--- config.mk ---
export PLATFORM = sky130hd
export DESIGN_NAME = fp32_stream_max_min_ctrl
export DESIGN_NICKNAME = d
export VERILOG_FILES = /design/src/rtl/fp32_stream_max_min_ctrl.sv
export SDC_FILE = /design/constraint.sdc
export NUM_CORES = 1
export LEC_CHECK = 0
export ABC_CLOCK_PERIOD_IN_PS = 5380
export BUFFER_PORTS_ARGS = -buffer_cell sky130_fd_sc_hd__buf_4
export CORE_MARGIN = 4
export CORE_UTILIZATION = 50
export DETAILED_ROUTE_END_ITERATION = 10
export PLACE_DENSITY_LB_ADDON = 0.05
export SETUP_SLACK_MARGIN = 0.15
export SYNTH_ARGS = -nofsm -noshare
export SYNTH_HDL_FRONTEND = slang
export SYNTH_SLANG_ARGS = --single-unit
--- constraint.sdc ---
create_clock -name clk -period 5.38 [get_ports clk]
set_clock_uncertainty 0.15 [all_clocks]
set_input_delay 1.076 -clock clk [delete_from_list [all_inputs] [get_ports clk]]
set_output_delay 1.076 -clock clk [all_outputs]
set_load 0.05 [all_outputs]
--- src/rtl/fp32_stream_max_min_ctrl.sv ---
// Streaming FP32 max/min reduction controller driving an external pairwise comparator.
// Optional FP32_REDUCE_NAN_STICKY_EN: once the accumulator is NaN, remaining elements bypass the comparator.
module fp32_stream_max_min_ctrl #(
  parameter int unsigned CMP_LATENCY = 2,
  parameter int unsigned LEN_WIDTH   = 16
) (
  input  logic                 clk,
  input  logic                 rst,
  input  logic                 s_valid,
  output logic                 s_ready,
  input  logic [31:0]          s_data,
  input  logic                 s_last,
  input  logic                 s_is_max,
  output logic                 cmp_valid,
  output logic                 cmp_is_max,
  output logic [31:0]          cmp_a,
  output logic [31:0]          cmp_b,
  input  logic                 cmp_res_valid,
  input  logic [31:0]          cmp_res,
  output logic                 m_valid,
  input  logic                 m_ready,
  output logic [31:0]          m_data,
  output logic [LEN_WIDTH-1:0] m_count,
  output logic                 m_nan,
  output logic                 err
);

  typedef enum logic [2:0] {
    ST_FIRST,
    ST_NEXT,
    ST_ISSUE,
    ST_WAIT,
    ST_OUT
  } state_t;

  state_t               state_q, state_d;
  logic [31:0]          acc_q, acc_d;
  logic [LEN_WIDTH-1:0] count_q, count_d;
  logic                 op_q, op_d;
  logic                 last_q, last_d;
  logic [1:0]           timer_q, timer_d;
  logic [31:0]          cmp_a_q, cmp_a_d;
  logic [31:0]          cmp_b_q, cmp_b_d;
  logic                 cmp_valid_q, cmp_valid_d;
  logic                 s_ready_q, s_ready_d;
  logic                 m_valid_q, m_valid_d;
  logic                 m_nan_q, m_nan_d;
  logic                 err_q, err_d;
  logic                 accept;
  logic                 nan_skip;
  logic                 done;

  always_comb begin
    state_d  = state_q;
    acc_d    = acc_q;
    count_d  = count_q;
    op_d     = op_q;
    last_d   = last_q;
    timer_d  = timer_q;
    cmp_a_d  = cmp_a_q;
    cmp_b_d  = cmp_b_q;
    err_d    = err_q;
    done     = 1'b0;
    accept   = s_valid && s_ready_q;
`ifdef FP32_REDUCE_NAN_STICKY_EN
    nan_skip = (acc_q == '1);
`else
    nan_skip = 1'b0;
`endif

    case (state_q)
      ST_FIRST: begin
        if (accept) begin
          acc_d   = s_data;
          count_d = LEN_WIDTH'(1);
          op_d    = s_is_max;
          state_d = s_last ? ST_OUT : ST_NEXT;
        end
      end
      ST_NEXT: begin
        if (accept) begin
          count_d = (count_q == '1) ? count_q : count_q + LEN_WIDTH'(1);
          last_d  = s_last;
          if (nan_skip) begin
            state_d = s_last ? ST_OUT : ST_NEXT;
          end else begin
            // Operands are captured at accept so they hold steady until the next issue.
            cmp_a_d = acc_q;
            cmp_b_d = s_data;
            state_d = ST_ISSUE;
          end
        end
      end
      ST_ISSUE: begin
        timer_d = 2'(CMP_LATENCY);
        state_d = ST_WAIT;
      end
      ST_WAIT: begin
        if (cmp_res_valid) begin
          acc_d = cmp_res;
          done  = 1'b1;
        end else if (timer_q <= 2'd1) begin
          acc_d = '1;
          err_d = 1'b1;
          done  = 1'b1;
        end else begin
          timer_d = timer_q - 2'd1;
        end
        if (done) state_d = last_q ? ST_OUT : ST_NEXT;
      end
      ST_OUT: begin
        if (m_ready) state_d = ST_FIRST;
      end
      default: state_d = ST_FIRST;
    endcase

    cmp_valid_d = (state_d == ST_ISSUE);
    s_ready_d   = (state_d == ST_FIRST) || (state_d == ST_NEXT);
    m_valid_d   = (state_d == ST_OUT);
    m_nan_d     = (acc_d == '1);
  end

  always_ff @(posedge clk) begin
    if (rst) begin
      state_q     <= ST_FIRST;
      acc_q       <= '0;
      count_q     <= '0;
      op_q        <= 1'b0;
      last_q      <= 1'b0;
      timer_q     <= '0;
      cmp_a_q     <= '0;
      cmp_b_q     <= '0;
      cmp_valid_q <= 1'b0;
      s_ready_q   <= 1'b1;
      m_valid_q   <= 1'b0;
      m_nan_q     <= 1'b0;
      err_q       <= 1'b0;
    end else begin
      state_q     <= state_d;
      acc_q       <= acc_d;
      count_q     <= count_d;
      op_q        <= op_d;
      last_q      <= last_d;
      timer_q     <= timer_d;
      cmp_a_q     <= cmp_a_d;
      cmp_b_q     <= cmp_b_d;
      cmp_valid_q <= cmp_valid_d;
      s_ready_q   <= s_ready_d;
      m_valid_q   <= m_valid_d;
      m_nan_q     <= m_nan_d;
      err_q       <= err_d;
    end
  end

  assign s_ready    = s_ready_q;
  assign cmp_valid  = cmp_valid_q;
  assign cmp_is_max = op_q;
  assign cmp_a      = cmp_a_q;
  assign cmp_b      = cmp_b_q;
  assign m_valid    = m_valid_q;
  assign m_data     = acc_q;
  assign m_count    = count_q;
  assign m_nan      = m_nan_q;
  assign err        = err_q;

endmodule

Yosys cells after proc, flatten, opt, wreduce, memory -nomap -nowiden
Index checks and enable logic that the tools add are counted.
- memory bits (writable): 0
- ROM bits: 0
- register bits after elaboration: 124
- output and inout bits: 118
- logic and storage cells: 63
- bits in latches: 0
- memories: 0
- $lt $le $gt $ge: 1
- multipliers: 0
- mux-type cells: 21
- $add $sub $neg: 2
- div/mod/pow operators: 0
- equal/unequal tests: 14
- reduce and logical (&&, ||, !) cells: 11
- bitwise logic cells: 1
- shift-type cells: 0
- operators with widths (kind ; count):
    2-to-1 mux 32 bit ; 3
    case mux 32 bit (2 select lines) ; 1
    2-to-1 mux 16 bit ; 3
    equality test 32 bit (second input constant) ; 1
    case mux 16 bit (2 select lines) ; 1
    2-to-1 mux 3 bit ; 6
    adder 16 x 1 -> 16 bit (second input constant) ; 1
    equality test 16 bit (second input constant) ; 1
    case mux 3 bit (5 select lines) ; 1
    != test 2 bit (second input constant) ; 5
    equality test 3 x 2 -> 1 bit (second input constant) ; 3
    equality test 3 x 1 -> 1 bit (second input constant) ; 2
    equality test 3 bit (second input constant) ; 2
    zero test 3 bit ; 2
    AND reduction 3 bit ; 2
    2-to-1 mux 2 bit ; 2
    case mux 2 bit (2 select lines) ; 1
    AND reduction 2 bit ; 2
    AND reduction 4 bit ; 1
    nonzero test 2 bit ; 2
    2-to-1 mux 1 bit ; 3
    less-or-equal comparator 2 x 1 -> 1 bit (second input constant) ; 1
    subtractor 2 x 1 -> 2 bit (second input constant) ; 1
    logical AND 1 bit ; 1
    other kinds (2) ; 2

Depth between registers and ports, before layout
Gate-level depths: netlist of the first run.
- word-level depth: 8
- depth in mapped cells: 10

Worst setup path after synthesis of the first run
No wires, ideal clock.
- path kind: input -> register
- start: input port s_valid
- end: register m_nan_q, in the netlist m_nan
- path slack: 2652 ps
- buffers on the path: 1
- data required time: 5142 ps
- arrival time: 2490 ps
- stages: 7
- library setup time: 88 ps
- cells stage by stage: nand4bb_1 -> buf_6 -> o221ai_2 -> a311o_1 -> a2111oi_2 -> nand3_1 -> nor4_2
- word-level cells in the longest chain between the ends: 4
- ends and longest elaborated chain (item ; line ; RTL):
    start, declared ; 9 ; input logic s_valid,
    logical AND 1 bit ; 64 ; accept = s_valid && s_ready_q;
    2-to-1 mux 32 bit ; 73 ; if (accept) begin
    case mux 32 bit (2 select lines) ; 71 ; case (state_q)
    equality test 32 bit ; 120 ; m_nan_d = (acc_d == '1);
    end signal, assigned ; 150 ; m_nan_q <= m_nan_d;
    end, declared ; 47 ; logic m_nan_q, m_nan_d;
Every way passes these cells.
A chain may end at the register's enable or synchronous reset.

Final worst setup path of the first run
- start: register state_q[0]
- end: register m_nan_q, in the netlist m_nan
- word-level cells in the longest chain between the ends: 3
- ends and longest elaborated chain (item ; line ; RTL):
    start, declared ; 36 ; state_t state_q, state_d;
    start signal, assigned ; 139 ; state_q <= state_d;
    equality test 3 x 2 -> 1 bit / zero test 3 bit (equally long branches) ; 71 ;
    case mux 32 bit (2 select lines) * ; 71 ;
    equality test 32 bit * ; 120 ;
Mark *: on every way between the ends. The rest lies on a longest branch, timed or not.

==> results of run 1 <==
routing by layer:
| metal | vias up | GRT usage | wire [µm] |
|---|---|---|---|
| li1 | 2715 | - | - |
| met1 | 2628 | 0.363 | 7630 |
| met2 | 257 | 0.413 | 7920 |
| met3 | 28 | 0.0728 | 1580 |
| met4 | 0 | 0.0929 | 323 |
| met5 | - | 0 | 0 |
registers in the layout (all words and copies together), names as in the netlist:
name and flops:
timer_q 2, m_nan 1, cmp_valid 1, m_valid 1, cmp_b 32, s_ready 1
cmp_a 32, m_data 32, state_q 3, last_q 1, err 1, cmp_is_max 1
m_count 16
worst register-to-register path, delay by kind of cell, from the launching register on:
| kind | cells | cell delay [ps] |
|---|---|---|
| compound gates | 3 | 1550 |
| buf+inv | 1 | 860 |
| flops | 1 | 730 |
| simple gates | 2 | 390 |
area by class of cell:
class	instances	area [µm²]
Timing Repair Buffer	192	1440
Clock inverter	11	141
Multi-Input combinational cell	518	2730
Clock buffer	21	459
Fill cell	860	3020
Sequential cell	124	2480
Inverter	5	18.8
Tap cell	136	170
worst max-delay path by stage:
stage / endpoint
3_5_place_dp: m_nan
5_1_grt: m_nan
3_3_place_gp: m_nan
4_1_cts: m_nan
2_1_floorplan: m_nan
6_report: m_nan
Yosys cell counts (2+ instances only):
library cell  instances  area [µm²]
nand4_1               4        25.0
buf_1                 3        11.3
inv_1                 4        15.0
and2_1               14        87.6
nor3_1                8        40.0
o211a_1              15         150
xor2_1                9        78.8
o21ai_0              27         135
o211ai_1              5        37.5
nor2b_1               4        25.0
a22oi_1              16         120
clkbuf_1             35         131
xnor2_1               5        43.8
buf_2                12        60.1
nor2_1               46         173
a31oi_1               2        12.5
a21o_1                2        15.0
ha_1                  2        25.0
a21oi_1              88         440
and4_1                6        52.6
buf_4                 3        22.5
nand2_1             153         574
dfxtp_1             124        2480
a211oi_1              2        15.0
nand2b_1             33         206
nor4_1                4        25.0
nand3_1              57         285
kinds of logic (layout without fill, tap and decap cells):
kind of cell,Yosys count,count (layout),share of synthesized area
and+or+nand+nor,337,337,0.287
AOI/OAI and AO/OA,165,165,0.184
DFF,124,124,0.455
buffers and inverters,59,229,0.0468
xor gates and xnor gates,14,14,0.0225
adders and majority gates,2,2,0.00458
stage by stage:
stage	setup WS, ps	util
finish	1610	0.712
global route	1300	0.712
CTS	1690	0.712
detailed placement	1710	0.654
global placement	1850	0.654
floorplan	2650	-
cell usage in the layout, fill, tap and decap left out, types with 3 or more instances in the layout:
master and count:
clkbuf_8 4, clkbuf_16 16, nand3_1 57, o211a_1 15, a21oi_1 88, buf_4 192, nor3_1 8, dfxtp_1 124
o211ai_1 5, and2_1 14, nor2_1 44, clkinv_2 4, a22oi_1 16, bufinv_16 3, nand2b_1 33, nor4_1 4
clkinvlp_4 3, and4_1 6, o21ai_0 27, xnor2_1 5, nand4_1 4, nand2_1 152, xor2_1 9, inv_1 4
nor2b_1 4
power by group through the flow:
stage,Combinational [mW],Sequential (mW),Clock (mW)
global placement,0.615,1.06,0
detailed placement,0.625,1.06,0
CTS,0.628,1.04,1.16
finish,0.631,1.04,1.15
global route,0.672,1.05,1.21
floorplan,0.258,1.22,0
==> reports/results.txt, run 1 <==
CP Capture Type: flip-flop
HP Class: reg2reg
Hold depth: 2
Finished Layout Cells: 1,007
CTS tree: built
Register area share after synthesis: 0.455
Hold wc startpoint: cmp_a[15]
Hold Path End: cmp_a[15]
Crit path depth: 6
Hold_buf cts: 0
Min Hold Slack: 303 ps
Final Cell Area: 7450 µm²
Placer Congestion: 0.840
Post-layout min period: 3770 ps
CP max stage delay: 920 ps
Slowest cell on crit path: a21oi_1
Clock buffer depth: 2
FF+latch count, synth: 124
First-pass GRT wire length: 27,600 µm
Reg2reg end: m_nan
Avg Vias per Cell: 5.59
Antenna Nets Post-Route: 0
Mapped Nets: 774
# DRC: 0
Io pins: 189
Period utilization: 0.700
Placed Area: 6850 µm²
Setup TNS Final: 0 ps
Initial drt markers: 570
RSZ-0062 raised after global routing: no
PostCTS Resize Cnt: 0
Post-Synthesis Cells: 701
Total power: 2.82 mW
Combinational Power Share: 0.224
Largest net degree at the start of global routing: 109
Yosys warns: 0
Status: finished, final reports clean
H-tree depth: 4
Clock power frac: 0.407
Final Hold Vio Count: 0
Yosys cell types: 45
Nets: 931
Reg2reg start: state_q[0]
Gr usage total: 0.268
Worst-Skew Late Latency: 520 ps
Drt pass-1 iters: 5
Placed Cells: 975
Chip Width: 112 µm
Cell family with most CP delay: compound AO/OA/AOI/OAI gates
Register share of total power: 0.370
Fmax achieved: 0.266 GHz
Slew @ Worst Pin: 1140 ps
Detailed Route WL: 17,500 µm
Post-synth EDFFs: 0
Syn-to-layout area delta: 36.4%
Setup crit start: state_q[0]
Slew margin rel.: 0.243
Die H: 112 µm
Switch share: 0.320
Die ar.: 12,700 µm²
Starting Density: 0.522
Vias in the first global route: 5,381
Cell-internal power: 1.92 mW
Crit path cell chain: clkinv_1, a21oi_1, o21ai_1, a2111oi_2, nand3_1, nor4_2
Synth Cell Area: 5460 µm²
Post-CTS setup buffers: 0
Startpoint Class: flip-flop
Max VDD drop: 0.000173 V
Grt ovf: 0
Synth Flop Type: dfxtp_1
Post-DP HPWL: 12,200 µm
Reg2Reg Depth: 6
# diodes: 0
R2r setup slk: 1610 ps
DR vias: 5,628
Initial antenna violation count: 0
PwrDens: 379 nW/µm²
Arr. time, crit path: 4050 ps
Std-Cell Rows: 37
Worst Path Buf+Inv: 1
Post-Syn Area per Cell: 7.79 µm²
WL/cell: 17.3 µm
Total of max-cap violations: 0
Clk slew on worst S/H paths: 60 ps
Final setup vio count: 0
Leak: 2.96 nW
CP max FO: 26
Inserted Clock Buffers: 17
Max-slew violations: 0
Share of cells above drive strength 1: 0.266
Critical Path RT: 5660 ps
CP Class: reg2reg
Input/output buffers: 188
Post-synth ARST share: 0
Switch Pwr: 905 µW
Core area: 10,500 µm²
Clk sinks: 124
CTS root buf: clkbuf_8
Note: power is estimated with default switching activity, not from simulation.
==> run 2: changes to the inputs <==
Settings changed: ABC_AREA set to 1, ABC_CLOCK_PERIOD_IN_PS 5380 to 3200, CORE_UTILIZATION 50 to 46.
Clock period 5.38 ns to 3.2 ns, I/O delays scaled along.
==> run 2 against run 1 <==
  * Maximum frequency increased by 54%
  * Global-route usage down 2.0 points
  * Total power is 63% higher
  * Combinational power grew 68%
  * Wire length down 0.14%
  * Register-to-register slack lost 860 ps
  * Area after synthesis rose by 6.0%
  * First-iteration DRC count is 44% lower
  * Cell area rose by 5.6%
  * Critical path type unchanged
  * Largest power group unchanged
==> reports/results.txt, run 2 <==
Status: finished, final reports clean
Synth Cell Area: 5790 µm²
Clock buffer depth: 2
Setup TNS Final: 0 ps
Initial drt markers: 322
Drt pass-1 iters: 5
Largest net degree at the start of global routing: 39
Grt ovf: 0
PwrDens: 585 nW/µm²
Commonest cells in the netlist: nand2_1 (197), nor2_1 (169), dfxtp_1 (124)
Arr. time, crit path: 2650 ps
Fmax achieved: 0.408 GHz
Core area: 12,200 µm²
Final setup vio count: 0
Mapped Nets: 947
Io pins: 189
Hold_buf cts: 0
Total of max-cap violations: 0
Post-CTS setup buffers: 0
Std-Cell Rows: 40
Nets: 1,121
Share of cells above drive strength 1: 0.235
CTS tree: built
Layout Utilization: 0.647
Yosys warns: 0
DR vias: 5,938
Max-slew violations: 0
Detailed Route WL: 17,400 µm
Post-synth EDFFs: 0
Synth Flop Type: dfxtp_1
Leak: 3.95 nW
Starting Density: 0.476
Worst-Skew Late Latency: 410 ps
Gr usage total: 0.248
Worst Path Buf+Inv: 3
WL/cell: 14.2 µm
Top cells by area, synth: dfxtp_1 (43%), nand2_1 (13%), nor2_1 (11%), nand3_1 (6.7%), o21ai_0 (6.7%)
Initial antenna violation count: 0
RSZ-0062 raised after global routing: no
CP max FO: 38
Startpoint Class: flip-flop
Input/output buffers: 188
Syn-to-layout area delta: 35.9%
Yosys cell types: 32
HP Class: in2reg
CTS root buf: clkbuf_16
Clk sinks: 124
Post-Syn Area per Cell: 6.62 µm²
Post-synth ARST share: 0
H-tree depth: 4
Die H: 120 µm
Most frequent cells in the layout: buf_4 (199), nand2_1 (197), nor2_1 (168)
Register area share after synthesis: 0.429
Chip Width: 120 µm
PostCTS Resize Cnt: 0
Slowest cell on crit path: nand3_2
Post-layout min period: 2450 ps
Placer Congestion: 0.836
CP Class: reg2reg
Period utilization: 0.765
Vias in the first global route: 5,712
Max VDD drop: 0.000353 V
Final Cell Area: 7870 µm²
CP max stage delay: 580 ps
Post-Synthesis Cells: 874
Slew margin rel.: 0.509
# DRC: 0
Slew @ Worst Pin: 735 ps
First-pass GRT wire length: 28,800 µm
Antenna Nets Post-Route: 0
Final Hold Vio Count: 0
Commonest non-fill, non-tap cell in the layout: buf_4
Crit path cell chain: inv_1, nand3_2, buf_12, nor2_1, nand2_1, nand3_1, nand2_1, inv_1, nand2_1, nor2_1, nand2_1, nor2_1
Most frequent cell after synthesis: nand2_1
Top-area cell type share of the netlist area: 0.429
Placed Area: 7300 µm²
Cell family with most CP delay: simple AND/OR/NAND/NOR gates
# diodes: 0
Critical Path RT: 3400 ps
Placed Cells: 1,197
Cell repeated most along the worst path: nand2_1
Clk slew on worst S/H paths: 50 ps
CP Capture Type: flip-flop
Inserted Clock Buffers: 17
Post-DP HPWL: 12,500 µm
Avg Vias per Cell: 4.84
Largest area contributor in the netlist: dfxtp_1
FF+latch count, synth: 124
Finished Layout Cells: 1,228
Die ar.: 14,400 µm²
## run 2: worst paths after layout
| path | from | endpoint | slack, ps | depth (start not counted) |
|---|---|---|---|---|
| setup / recovery | state_q[2] | m_nan | 750 | 12 |
| hold / removal | s_data[7] | cmp_b[7] | 310 | 3 |
| setup reg to reg | state_q[2] | m_nan | 750 | 12 |
| hold reg to reg | cmp_is_max | cmp_is_max | 320 | 2 |
## run 2: area by class of cell
| class | instances | area (µm²) |
|---|---|---|
| clock inverter | 7 | 62.6 |
| multi-input combinational | 601 | 2690 |
| timing repair buffer | 201 | 1530 |
| clock buffer | 24 | 502 |
| fill | 1151 | 4290 |
| inverter | 103 | 387 |
| tap | 168 | 210 |
| sequential | 124 | 2480 |
## run 2: stage by stage
| step | power, mW | hold WS [ps] | setup WS [ps] |
|---|---|---|---|
| 2_1_floorplan | 2.47 | 317 | 1030 |
| 6_report | 4.61 | 310 | 751 |
| 3_3_place_gp | 2.82 | 315 | 569 |
| 4_1_cts | 4.65 | 295 | 751 |
| 3_5_place_dp | 2.82 | 317 | 525 |
| 5_1_grt | 4.83 | 296 | 492 |
## run 2: tightest hold or removal path, stage by stage
cell and delay (ps):
buf_4 80, nor2_1 30, nor2_1 80
## run 2: cell families after synthesis
family,synth area share
fa+ha+maj,0.00432
flops,0.429
buf+inv,0.107
xor+xnor,0.0106
simple gates,0.329
compound gates,0.121
## run 2: report_power, final
| part | total [mW] | internal [mW] | switching (mW) |
|---|---|---|---|
| clock | 1.82 | 1.16 | 0.658 |
| sequential | 1.73 | 1.65 | 0.0747 |
| combinational | 1.06 | 0.320 | 0.740 |
## run 2: per-layer routing
layer,part of all wire,routed length (µm),track usage
met3,0.072,1250,0.0814
met1,0.42,7390,0.300
met4,0.024,410,0.101
met5,0,0,0
met2,0.48,8380,0.407
==> run 3: changes to the inputs <==
Settings changed: ABC_CLOCK_PERIOD_IN_PS 3200 to 2300, CORE_UTILIZATION 46 to 50.
Clock period 3.2 ns to 2.3 ns, I/O delays scaled along.
==> run 3 against run 2 <==
  * Wire length increased by 2.3%
  * Sequential share of layout area decreased by 0.30 points
  * Largest cell class unchanged
  * First-iteration DRC count increased by 49%
  * Global-route usage increased by 2.2 points
==> reports/results.txt, run 3 (synthesis gave the netlist of run 2 again) <==
Placed Area: 7350 µm²
H-tree depth: 4
PwrDens: 827 nW/µm²
Hold_buf cts: 0
Arr. time, crit path: 2270 ps
Commonest non-fill, non-tap cell in the layout: buf_4
Clk slew on worst S/H paths: 50 ps
Syn-to-layout area delta: 37.4%
Vias in the first global route: 5,655
Detailed Route WL: 17,800 µm
Final Hold Vio Count: 0
CTS root buf: clkbuf_16
Setup TNS Final: 0 ps
Most frequent cells in the layout: buf_4 (200), nand2_1 (197), nor2_1 (167)
Input/output buffers: 188
Initial antenna violation count: 0
Core area: 11,400 µm²
Status: finished, final reports clean
Period utilization: 0.900
Slew @ Worst Pin: 690 ps
Largest net degree at the start of global routing: 55
Gr usage total: 0.270
Placer Congestion: 0.877
Startpoint Class: flip-flop
Inserted Clock Buffers: 17
Critical Path RT: 2500 ps
Total power: 6.58 mW
Drt pass-1 iters: 8
Io pins: 189
CTS tree: built
Fmax achieved: 0.483 GHz
Antenna Nets Post-Route: 0
Initial drt markers: 481
Max VDD drop: 0.000590 V
Starting Density: 0.509
Die H: 116 µm
Slew margin rel.: 0.540
First-pass GRT wire length: 28,300 µm
Nets: 1,126
Final Cell Area: 7950 µm²
CP max FO: 5
Share of cells above drive strength 1: 0.242
Max-slew violations: 0
Clock buffer depth: 2
Clk sinks: 124
HP Class: in2reg
# DRC: 0
# diodes: 0
WL/cell: 14.8 µm
Avg Vias per Cell: 5.00
CP Class: reg2reg
CP Capture Type: flip-flop
Post-DP HPWL: 12,200 µm
Final setup vio count: 0
Post-layout min period: 2070 ps
DR vias: 6,039
Leak: 4.00 nW
Worst-Skew Late Latency: 420 ps
Chip Width: 116 µm
Die ar.: 13,400 µm²
Grt ovf: 0
Total of max-cap violations: 0
RSZ-0062 raised after global routing: no
Std-Cell Rows: 39
-- run 3: cell types whose count changed in the layout (fill, tap and decap cells not counted), sizes merged --
| cell | before | now |
|---|---|---|
| buf | 201 | 206 |
| clkinv | 5 | 4 |
| clkbuf | 24 | 23 |
| bufinv | 1 | 2 |
-- run 3: path summary, 6_finish.rpt --
| kind | slack (ps) | depth (start not counted) | from | end |
|---|---|---|---|---|
| setup reg to reg | 230 | 9 | m_count[3] | m_count[11] |
| hold reg to reg | 330 | 2 | cmp_is_max | cmp_is_max |
| hold / removal | 120 | 3 | s_data[1] | cmp_b[1] |
| setup / recovery | 230 | 9 | m_count[3] | m_count[11] |
-- run 3: cell type report --
cell class | count | area (µm²)
clock buffer | 23 | 498
clock inverter | 7 | 87.6
fill | 984 | 3420
inverter | 103 | 387
multi-input combinational | 601 | 2690
sequential | 124 | 2480
tap | 143 | 179
timing repair buffer | 206 | 1620
-- run 3: critical path, stage by stage, from the launching register on --
cell,delay [ps]
dfxtp_1,410
nand2_1,140
nor2_1,170
nand2_1,150
nor2_4,170
nand3_2,180
a21oi_4,270
buf_4,190
nand2_1,50
a21oi_1,130
-- run 3: repair_timing --
item / in CTS / in global routing
setup buffers: 0 / 2
hold endpoints to repair: 0 / 0
setup endpoints to repair: 0 / 4
resized for setup: 0 / 1
-- run 3: report_power, final --
group	internal (mW)	switching, mW	leakage, nW
clock	1.72	0.928	0.291
sequential	2.30	0.106	1.01
combinational	0.477	1.05	2.70
-- run 3: metal layers --
layer,track usage,share of wire
met1,0.341,0.42
met2,0.440,0.47
met3,0.0705,0.076
met4,0.109,0.026
met5,0,0
-- run 3: per-stage QoR --
step                      hold WS [ps]  setup WS (ps)   util  instances
after floorplan                    317            220      -        874
after global placement             326            325  0.646       1175
after detailed placement           326            284  0.646       1175
after CTS                          114            279  0.698       1205
after global routing               122            128  0.699       1207
final                              123            229  0.699       1207
